**config.mk**
```make
export PLATFORM = sky130hd
export DESIGN_NAME = zbus_io_master
export DESIGN_NICKNAME = d
export VERILOG_FILES = /design/src/rtl/zbus_pkg.sv /design/src/rtl/zbus_wait_timer.sv /design/src/rtl/zbus_io_master.sv
export SDC_FILE = /design/constraint.sdc
export NUM_CORES = 1
export LEC_CHECK = 0
export BUFFER_PORTS_ARGS = -buffer_cell sky130_fd_sc_hd__buf_2
export CAP_MARGIN = 20
export CORE_MARGIN = 2
export CORE_UTILIZATION = 30
export DETAILED_ROUTE_END_ITERATION = 6
export PLACE_DENSITY_LB_ADDON = 0.05
export SLEW_MARGIN = 20
export SYNTH_ARGS = -nofsm -noshare
export SYNTH_HDL_FRONTEND = slang
export SYNTH_SLANG_ARGS = --single-unit
```
**constraint.sdc**
```tcl
create_clock -name clk_i -period 5.2 [get_ports clk_i]
set_input_delay 1.04 -clock clk_i [delete_from_list [all_inputs] [get_ports clk_i]]
set_output_delay 1.04 -clock clk_i [all_outputs]
set_load 0.01 [all_outputs]
```
**src/rtl/zbus_pkg.sv**
```systemverilog
// zbus_pkg
//   Definitions shared by both ends of the expansion-board I/O port bus:
//   - the initiator FSM state encoding,
//   - the open-bus read value,
//   - the active-low strobe levels,
//   - a helper that turns a cycle count into a down-counter load value.
package zbus_pkg;

  typedef enum logic [1:0] {
    ST_IDLE   = 2'd0,
    ST_SETUP  = 2'd1,
    ST_ACTIVE = 2'd2,
    ST_HOLD   = 2'd3
  } zbus_state_e;

  localparam logic [7:0] OPEN_BUS   = 8'hFF;
  localparam logic       STROBE_ON  = 1'b0;
  localparam logic       STROBE_OFF = 1'b1;

  // A phase lasting n cycles loads n-1, so it ends when the counter reaches 0.
  function automatic logic [7:0] cyc_load(input int unsigned n);
    return (n == 0) ? 8'd0 : 8'(n - 1);
  endfunction

endpackage

```
**src/rtl/zbus_wait_timer.sv**
```systemverilog
// zbus_wait_timer
//   Phase down-counter plus an 8-bit wait-state counter for the bus initiator.
//   Ports:
//     clk_i, rst_i  clock, async active-high reset
//     load_i        load the phase counter with load_val_i and clear the wait counter
//     load_val_i    phase length minus one
//     active_i      the initiator is in its strobe phase
//     wait_n_i      responder wait request, active low
//     last_o        the phase counter has reached its terminal count
//     abort_o       wait stretch has reached WAIT_MAX while wait_n_i is still low
module zbus_wait_timer #(
  parameter int unsigned WAIT_MAX = 255
) (
  input  logic       clk_i,
  input  logic       rst_i,
  input  logic       load_i,
  input  logic [7:0] load_val_i,
  input  logic       active_i,
  input  logic       wait_n_i,
  output logic       last_o,
  output logic       abort_o
);

  localparam logic [7:0] WAIT_LIMIT = 8'(WAIT_MAX);

  logic [7:0] phase_q, phase_d;
  logic [7:0] wait_q, wait_d;
  logic       stretch;

  assign last_o  = (phase_q == 8'd0);
  // Waits only count once the minimum strobe time has elapsed.
  assign stretch = active_i & last_o & ~wait_n_i;
  assign abort_o = stretch & (wait_q == WAIT_LIMIT);

  always_comb begin
    phase_d = phase_q;
    wait_d  = wait_q;
    if (load_i) begin
      phase_d = load_val_i;
      wait_d  = 8'd0;
    end else begin
      if (!last_o) phase_d = phase_q - 8'd1;
      if (stretch && !abort_o) wait_d = wait_q + 8'd1;
    end
  end

  always_ff @(posedge clk_i or posedge rst_i) begin
    if (rst_i) begin
      phase_q <= 8'd0;
      wait_q  <= 8'd0;
    end else begin
      phase_q <= phase_d;
      wait_q  <= wait_d;
    end
  end

endmodule

```
**src/rtl/zbus_io_master.sv**
```systemverilog
// zbus_io_master
//   Bus initiator for the expansion-board I/O port bus.
//   Turns single-word client requests into Z80-style I/O cycles:
//     SETUP  - address setup,
//     ACTIVE - IORQ plus RD/WR strobe, stretched by wait_n,
//     HOLD   - hold, then a done pulse.
//   Ports:
//     client side : req_i, rnw_i, addr_i, wdata_i -> busy_o, done_o, rdata_o, nack_o, timeout_o
//     bus side    : a_o, d_out_o, d_oe_o, iorq_n_o, rd_n_o, wr_n_o <- d_in_i, dev_en_i, wait_n_i
//   Every output comes straight from a flop.
module zbus_io_master
  import zbus_pkg::*;
#(
  parameter int unsigned SETUP_CYC  = 1,
  parameter int unsigned ACTIVE_CYC = 2,
  parameter int unsigned WAIT_MAX   = 255
) (
  input  logic        clk_i,
  input  logic        rst_i,
  input  logic        req_i,
  input  logic        rnw_i,
  input  logic [15:0] addr_i,
  input  logic [7:0]  wdata_i,
  output logic        busy_o,
  output logic        done_o,
  output logic [7:0]  rdata_o,
  output logic        nack_o,
  output logic        timeout_o,
  output logic [15:0] a_o,
  output logic [7:0]  d_out_o,
  output logic        d_oe_o,
  input  logic [7:0]  d_in_i,
  output logic        iorq_n_o,
  output logic        rd_n_o,
  output logic        wr_n_o,
  input  logic        dev_en_i,
  input  logic        wait_n_i
);

  localparam logic [7:0] SETUP_LOAD  = cyc_load(SETUP_CYC);
  localparam logic [7:0] ACTIVE_LOAD = cyc_load(ACTIVE_CYC);

  zbus_state_e state_q, state_d;

  logic        last, abort, accept, end_active;
  logic [15:0] a_q, a_d;
  logic [7:0]  d_out_q, d_out_d;
  logic        d_oe_q, d_oe_d, rnw_q, rnw_d;
  logic        iorq_n_q, iorq_n_d, rd_n_q, rd_n_d, wr_n_q, wr_n_d;
  logic        busy_q, busy_d, done_q, done_d;
  logic        nack_q, nack_d, timeout_q, timeout_d;
  logic [7:0]  rdata_q, rdata_d;
  // End-of-ACTIVE samples, staged so that the client outputs change only with done.
  logic        nack_s_q, nack_s_d, timeout_s_q, timeout_s_d;
  logic [7:0]  rdata_s_q, rdata_s_d;

  zbus_wait_timer #(.WAIT_MAX(WAIT_MAX)) u_timer (
    .clk_i      (clk_i),
    .rst_i      (rst_i),
    .load_i     (state_q != state_d),
    .load_val_i ((state_d == ST_SETUP) ? SETUP_LOAD : ACTIVE_LOAD),
    .active_i   (state_q == ST_ACTIVE),
    .wait_n_i   (wait_n_i),
    .last_o     (last),
    .abort_o    (abort)
  );

  assign accept     = (state_q == ST_IDLE) & req_i;
  assign end_active = (state_q == ST_ACTIVE) & ((last & wait_n_i) | abort);

  always_ff @(posedge clk_i or posedge rst_i) begin
    if (rst_i) state_q <= ST_IDLE;
    else       state_q <= state_d;
  end

  always_comb begin
    state_d = state_q;
    case (state_q)
      ST_IDLE:   if (accept)     state_d = ST_SETUP;
      ST_SETUP:  if (last)       state_d = ST_ACTIVE;
      ST_ACTIVE: if (end_active) state_d = ST_HOLD;
      ST_HOLD:                   state_d = ST_IDLE;
      default:                   state_d = ST_IDLE;
    endcase
  end

  always_comb begin
    a_d         = a_q;
    d_out_d     = d_out_q;
    rnw_d       = rnw_q;
    d_oe_d      = d_oe_q;
    rdata_d     = rdata_q;
    nack_s_d    = nack_s_q;
    timeout_s_d = timeout_s_q;
    rdata_s_d   = rdata_s_q;
    if (accept) begin
      a_d     = addr_i;
      d_out_d = wdata_i;
      rnw_d   = rnw_i;
      d_oe_d  = ~rnw_i;
    end
    if (state_q == ST_HOLD) d_oe_d = 1'b0;
    if (end_active) begin
      nack_s_d    = ~dev_en_i;
      timeout_s_d = abort;
      rdata_s_d   = (dev_en_i && !abort) ? d_in_i : OPEN_BUS;
    end
    if (state_q == ST_HOLD && rnw_q) rdata_d = rdata_s_q;
    // ACTIVE is never entered straight from IDLE, so rnw_q is settled here.
    iorq_n_d  = (state_d == ST_ACTIVE) ? STROBE_ON : STROBE_OFF;
    rd_n_d    = (state_d == ST_ACTIVE && rnw_q)  ? STROBE_ON : STROBE_OFF;
    wr_n_d    = (state_d == ST_ACTIVE && !rnw_q) ? STROBE_ON : STROBE_OFF;
    busy_d    = (state_d != ST_IDLE);
    done_d    = (state_q == ST_HOLD);
    nack_d    = (state_q == ST_HOLD) & nack_s_q;
    timeout_d = (state_q == ST_HOLD) & timeout_s_q;
  end

  always_ff @(posedge clk_i or posedge rst_i) begin
    if (rst_i) begin
      a_q         <= 16'd0;
      d_out_q     <= 8'd0;
      rnw_q       <= 1'b1;
      d_oe_q      <= 1'b0;
      iorq_n_q    <= STROBE_OFF;
      rd_n_q      <= STROBE_OFF;
      wr_n_q      <= STROBE_OFF;
      busy_q      <= 1'b0;
      done_q      <= 1'b0;
      nack_q      <= 1'b0;
      timeout_q   <= 1'b0;
      rdata_q     <= OPEN_BUS;
      nack_s_q    <= 1'b0;
      timeout_s_q <= 1'b0;
      rdata_s_q   <= OPEN_BUS;
    end else begin
      a_q         <= a_d;
      d_out_q     <= d_out_d;
      rnw_q       <= rnw_d;
      d_oe_q      <= d_oe_d;
      iorq_n_q    <= iorq_n_d;
      rd_n_q      <= rd_n_d;
      wr_n_q      <= wr_n_d;
      busy_q      <= busy_d;
      done_q      <= done_d;
      nack_q      <= nack_d;
      timeout_q   <= timeout_d;
      rdata_q     <= rdata_d;
      nack_s_q    <= nack_s_d;
      timeout_s_q <= timeout_s_d;
      rdata_s_q   <= rdata_s_d;
    end
  end

  assign a_o       = a_q;
  assign d_out_o   = d_out_q;
  assign d_oe_o    = d_oe_q;
  assign iorq_n_o  = iorq_n_q;
  assign rd_n_o    = rd_n_q;
  assign wr_n_o    = wr_n_q;
  assign busy_o    = busy_q;
  assign done_o    = done_q;
  assign nack_o    = nack_q;
  assign timeout_o = timeout_q;
  assign rdata_o   = rdata_q;

endmodule

```
==> flow_summary.yaml, run 1 <==
sta:
  final.setup.tns_ns: 0
  max_slew_margin_pct: 57.8
  min_period_ns: 2.42
  rsz0062_at_grt: "false"
  min_period_over_period_pct: 46.6
  worst_slew_pin_slew_ns: 0.634
  hold_viol_final: 0
  max_freq_mhz: 413
  slew_violations: 0
  finClkSkew_ns: 0.00818
  setup_viol: 0
layout:
  layout_common_cells: "77 x buf_2, 49 x dfrtp_1, 33 x mux2_2"
  drive_above_1_share_pct: 48.9
  nNetsFinal: 353
  layout_commonest_cell: "buf_2"
  antenna_cells: 0
  synthToLayoutAreaGrowth_pct: 27.3
floorplan:
  dieWidth_um: 103
  rows: 35
  ios: 78
  core-area_um2: 9330
  die_y_um: 103
  dieArea_um2: 10500
  start_util_pct: 31.3
critical_path:
  timing.rr.end: "rdata_s_q[3]"
  cpPeakStageDelay_ns: 0.52
  cp.required_ns: 5.48
  setup.worst_path.end_class: "flop"
  worstRegToRegCells: 6
  cpMaxStageDelayCell: "or3_1"
  path_max_fanout: 10
  r2r_setup_slack_ns: 2.78
  r2r-start: "u_timer.phase_q[0]"
  worstSetupStartpointType: "flop"
  crit_type: "flop to flop"
  crit_chain: "inv_1, ha_1, or3b_1, or3_1, nor2_1, o22a_1"
  crit_arrival_ns: 2.70
cts:
  clock_latency_ns: 0.33
  numCtsBuffers: 9
  cts.clk_slew.worst_paths_ns: 0.07
  root_buffer: "clkbuf_8"
  post_cts_buffers: 0
  cts.sinks: 69
  h-tree-depth: 3
  holdBufCountCts: 0
  clk_path_buf_depth: 2
  ctsResizeCount: 0
  cts_tree: "yes"
drt:
  ant_nets: 0
  via_per_inst: 4.65
  drc_errors: 0
  wl_per_cell_um: 14.2
  drt_iter0_drc: 53
  routed_wirelength_mm: 6.35
  vias: 2072
  firstDrtPassIters: 4
synth:
  async_flop_share_pct: 100
  yosys_most_used_dff: "dfrtp_1"
  synth_edf_count: 0
  netlist_instances: 227
  synthesis.nets: 268
  syn_area_um2: 2920
  ys_seq_area_share_pct: 60.1
  syn_area_per_cell_um2: 12.8
  ys_ff_latch: 69
  ys_warn_count: 0
  synth.distinct_cells: 43
flow_run:
  maxCapViolCount: 0
power:
  p_leak_nw: 1.63
  pwr_density_cell_nw_per_um2: 587
  peakVddDrop_v: 0.000260
  totalPowerFinal_mw: 2.18
global_routing:
  grt_remaining_overflow: 0
  grt_pass1_wl_mm: 10.1
  grt_max_degree: 52
  grt_use_total_pct: 12.6
  antenna_found_initial: 0
  grt_pass1_vias: 2040
place:
  gp_congestion: 0.736
  hpwlAfterDp_mm: 4.48
  placement.io_buffers: 77
hold_path:
  hold_end: "rd_n_o"
  min_path_type: "flop to flop"
  hp-start: "rnw_q"
  min_path_cells: 1
outcome:
  status: "completed"
==> metrics by stage <==
step / hold slack (ns) / worst slack [ns] / utilization [%] / instances / instance area [um2]
2_1_floorplan: 0.442 / 2.45 / - / 227 / 2920
5_1_grt: 0.516 / 2.57 / 39.8 / 446 / 3710
3_3_place_gp: 0.471 / 2.84 / 37.2 / 430 / 3470
6_report: 0.491 / 2.78 / 39.8 / 446 / 3710
4_1_cts: 0.501 / 2.77 / 39.8 / 446 / 3710
3_5_place_dp: 0.479 / 2.80 / 37.2 / 430 / 3470
==> worst max-delay path by stage <==
stage	start	to	slack [ns]	cells past startpoint
detailed placement	u_timer.phase_q[0]	rdata_s_q[3]	2.80	6
global route	u_timer.phase_q[0]	rdata_s_q[3]	2.57	6
finish	u_timer.phase_q[0]	rdata_s_q[3]	2.78	6
global placement	rst_i	rnw_q	2.84	3
CTS	u_timer.phase_q[0]	rdata_s_q[3]	2.77	6
floorplan	rst_i	a_o[0]	2.45	1
==> worst max-delay path: cells and delay by family (launching register included) <==
| kind | cells | cell delay [ns] |
|---|---|---|
| AOI/OAI and AO/OA | 1 | 0.22 |
| adders and majority gates | 1 | 0.16 |
| buffers and inverters | 1 | 0.09 |
| DFF | 1 | 0.41 |
| and+or+nand+nor | 3 | 1.48 |
==> power by group <==
group,leakage [nW],internal [mW],switching (mW)
clock network,0.122,0.303,0.208
registers,0.819,0.797,0.122
logic,0.687,0.377,0.370
total,1.63,1.48,0.699
==> cell usage after synthesis, types with 2 or more instances <==
master / count / area, um2
nor2_1: 10 / 37.5
nand4_1: 2 / 12.5
mux2i_1: 2 / 20.0
ha_1: 3 / 37.5
nand2b_1: 3 / 18.8
nand3_1: 5 / 25.0
or3_1: 4 / 25.0
o22a_1: 8 / 70.1
a21boi_0: 2 / 15.0
o21ai_0: 9 / 45.0
xor2_1: 3 / 26.3
a2111oi_0: 2 / 17.5
mux2_2: 33 / 372
dfrtp_1: 49 / 1230
xnor2_1: 2 / 17.5
o211ai_1: 2 / 15.0
nand2_1: 7 / 26.3
nor3b_1: 2 / 15.0
or4_1: 4 / 30.0
nor3_1: 4 / 20.0
dfstp_2: 20 / 526
nand4b_1: 3 / 26.3
clkbuf_1: 5 / 18.8
and3_1: 2 / 12.5
or4_4: 2 / 22.5
o31ai_1: 4 / 30.0
inv_1: 7 / 26.3
a21oi_1: 13 / 65.1
==> layer usage <==
metal,vias to the layer above,GRT usage (%),wire [um],share of wire [%]
met5,-,0,0,0
met4,0,3.08,66,1.0
met3,6,5.90,511,8.0
met2,61,19.6,2920,46
met1,993,15.9,2850,45
li1,1012,-,-,-
==> flip-flops by register name (all words and copies together) (netlist names), 2 cells and up <==
| signal | cells |
|---|---|
| state_q | 2 |
| rdata_o | 8 |
| rdata_s_q | 8 |
| a_o | 16 |
| d_out_o | 8 |
| u_timer.wait_q | 8 |
| u_timer.phase_q | 8 |
==> final cells by class <==
class                      instances  area, um2
fill                             946       5620
sequential                        69       1750
multi-input combinational        144       1110
timing repair buffer              81        415
tap                              129        161
clock buffer                      10        149
clock inverter                     6       91.3
inverter                           7       28.8
==> cell families after synthesis <==
family / count (synthesis) / share of synthesized area, %
adders and majority gates: 3 / 1.29
DFF: 69 / 60.1
xor gates and xnor gates: 5 / 1.50
and+or+nand+nor: 54 / 10.8
muxes: 35 / 13.4
buffers and inverters: 14 / 1.93
AOI/OAI and AO/OA: 47 / 10.9
Note: power is estimated with default switching activity, not from simulation.
==> inputs of run 2 (changes only) <==
==> constraint.sdc (replaced) <==
create_clock -name clk_i -period 2 [get_ports clk_i]
set_input_delay 0.4 -clock clk_i [delete_from_list [all_inputs] [get_ports clk_i]]
set_output_delay 0.4 -clock clk_i [all_outputs]
set_load 0.01 [all_outputs]
==> run 2 against run 1 <==
Against the previous run:
- maximum frequency is 12% higher
- utilization is 3.4 points higher
- register-to-register slack worse by 2.9 ns
- global-route usage is 1.1 points higher
- the run now ends with setup timing left
- worst setup slack worse by 2.9 ns
- total power grew to 2.7 times the previous value
==> flow_summary.yaml, run 2 (synthesis results as in run 1) <==
outcome:
  status: "complete, but fails checks"
  violations: "setup timing"
floorplan:
  rows: 35
  core-area_um2: 9330
  die_y_um: 103
  dieArea_um2: 10500
  ios: 78
  start_util_pct: 31.3
  dieWidth_um: 103
place:
  placement.io_buffers: 77
  hpwlAfterDp_mm: 4.91
  gp_congestion: 0.744
power:
  peakVddDrop_v: 0.000587
  pwr_density_cell_nw_per_um2: 1470
  p_leak_nw: 1.79
  totalPowerFinal_mw: 5.94
drt:
  wl_per_cell_um: 14.2
  vias: 2222
  ant_nets: 0
  via_per_inst: 4.64
  drc_errors: 0
  routed_wirelength_mm: 6.80
  drt_iter0_drc: 64
  firstDrtPassIters: 4
cts:
  cts.sinks: 69
  cts.clk_slew.worst_paths_ns: 0.08
  clk_path_buf_depth: 2
  root_buffer: "clkbuf_8"
  h-tree-depth: 3
  cts_tree: "yes"
  clock_latency_ns: 0.34
  numCtsBuffers: 9
layout:
  drive_above_1_share_pct: 57.7
  layout_commonest_cell: "buf_2"
  post-route-util_pct: 43.2
  antenna_cells: 0
  nNetsFinal: 386
  layout_common_cells: "77 x buf_2, 49 x dfrtp_1, 34 x buf_4"
  synthToLayoutAreaGrowth_pct: 38.3
  largest_register_ffs: 16
critical_path:
  worstSetupStartpointType: "flop"
  timing.rr.end: "u_timer.wait_q[5]"
  crit_arrival_ns: 2.44
  cp.required_ns: 2.28
  crit_start: "u_timer.phase_q[1]"
  path_max_fanout: 5
  worstRegToRegCells: 6
  r2r-start: "u_timer.phase_q[1]"
  setup.worst_path.end_class: "flop"
  crit_type: "flop to flop"
  crit_end: "u_timer.wait_q[5]"
  r2r_setup_slack_ns: -0.17
sta:
  max_slew_margin_pct: 65.9
  layout_setup_ws_ns: -0.165
  max_freq_mhz: 462
  rsz0062_at_grt: "true"
  finClkSkew_ns: 0.00967
  min_period_ns: 2.17
  worst_slew_pin_slew_ns: 0.499
  setup_viol: 5
  slew_violations: 0
  hold_slack_ns: 0.255
  hold_viol_final: 0
  final.setup.tns_ns: -0.473
  min_period_over_period_pct: 108
global_routing:
  grt_pass1_wl_mm: 10.9
  grt_remaining_overflow: 0
  grt_pass1_vias: 2119
  antenna_found_initial: 0
  grt_max_degree: 31
  grt_use_total_pct: 13.7
hold_path:
  min_path_type: "primary input to flop"
  min_path_cells: 2
flow_run:
  maxCapViolCount: 0
run 2: how the worst min path moves through the flow:
stage	from	slack, ns	to
floorplan	rnw_q	0.44	rd_n_o
global placement	rst_i	0.35	a_o[11]
detailed placement	rst_i	0.35	a_o[11]
CTS	rnw_i	0.24	d_oe_o
global route	rnw_i	0.24	d_oe_o
finish	rnw_i	0.26	d_oe_o
run 2: cell type report:
cell class | instances | area [um2]
fill | 941 | 5300
sequential | 69 | 1750
multi-input combinational | 144 | 1180
timing repair buffer | 114 | 691
clock buffer | 12 | 188
tap | 129 | 161
clock inverter | 4 | 32.5
inverter | 7 | 30.0
run 2: stage by stage:
step                cell area [um2]  instances  setup slack, ns
global placement               3710        456           -0.110
detailed placement             3710        456           -0.162
finish                         4030        479           -0.165
CTS                            3990        478           -0.128
floorplan                      2950        227           -0.114
global route                   4030        479           -0.219
run 2: power breakdown:
group	internal, mW	leakage [nW]	switching [mW]	total [mW]
clock	0.647	0.114	0.553	1.20
sequential	2.07	0.819	0.243	2.31
combinational	1.27	0.859	1.16	2.43
run 2: worst max-delay path: stages, from the launching register on:
cell     delay, ns
dfrtp_1       0.39
inv_2         0.09
ha_4          0.13
or3b_4        0.39
or4_4         0.53
or4_4         0.44
a21oi_2       0.14
run 2: what timing repair did:
item | in CTS | in global routing
gates resized for setup | 4 | 11
setup buffers | 5 | 1
hold endpoints to repair | 1 | 0
endpoints found under the setup margin | 13 | 20
pin swaps | 4 | 1
hold buffers | 1 | 0
run 2: layer usage:
layer,track usage (%),part of all wire (%),up-vias,routed length (um)
li1,-,-,1079,-
met1,18.2,46,1081,3130
met2,20.7,46,58,3160
met3,5.83,6.8,4,460
met4,3.38,0.73,0,50
met5,0,0,-,0
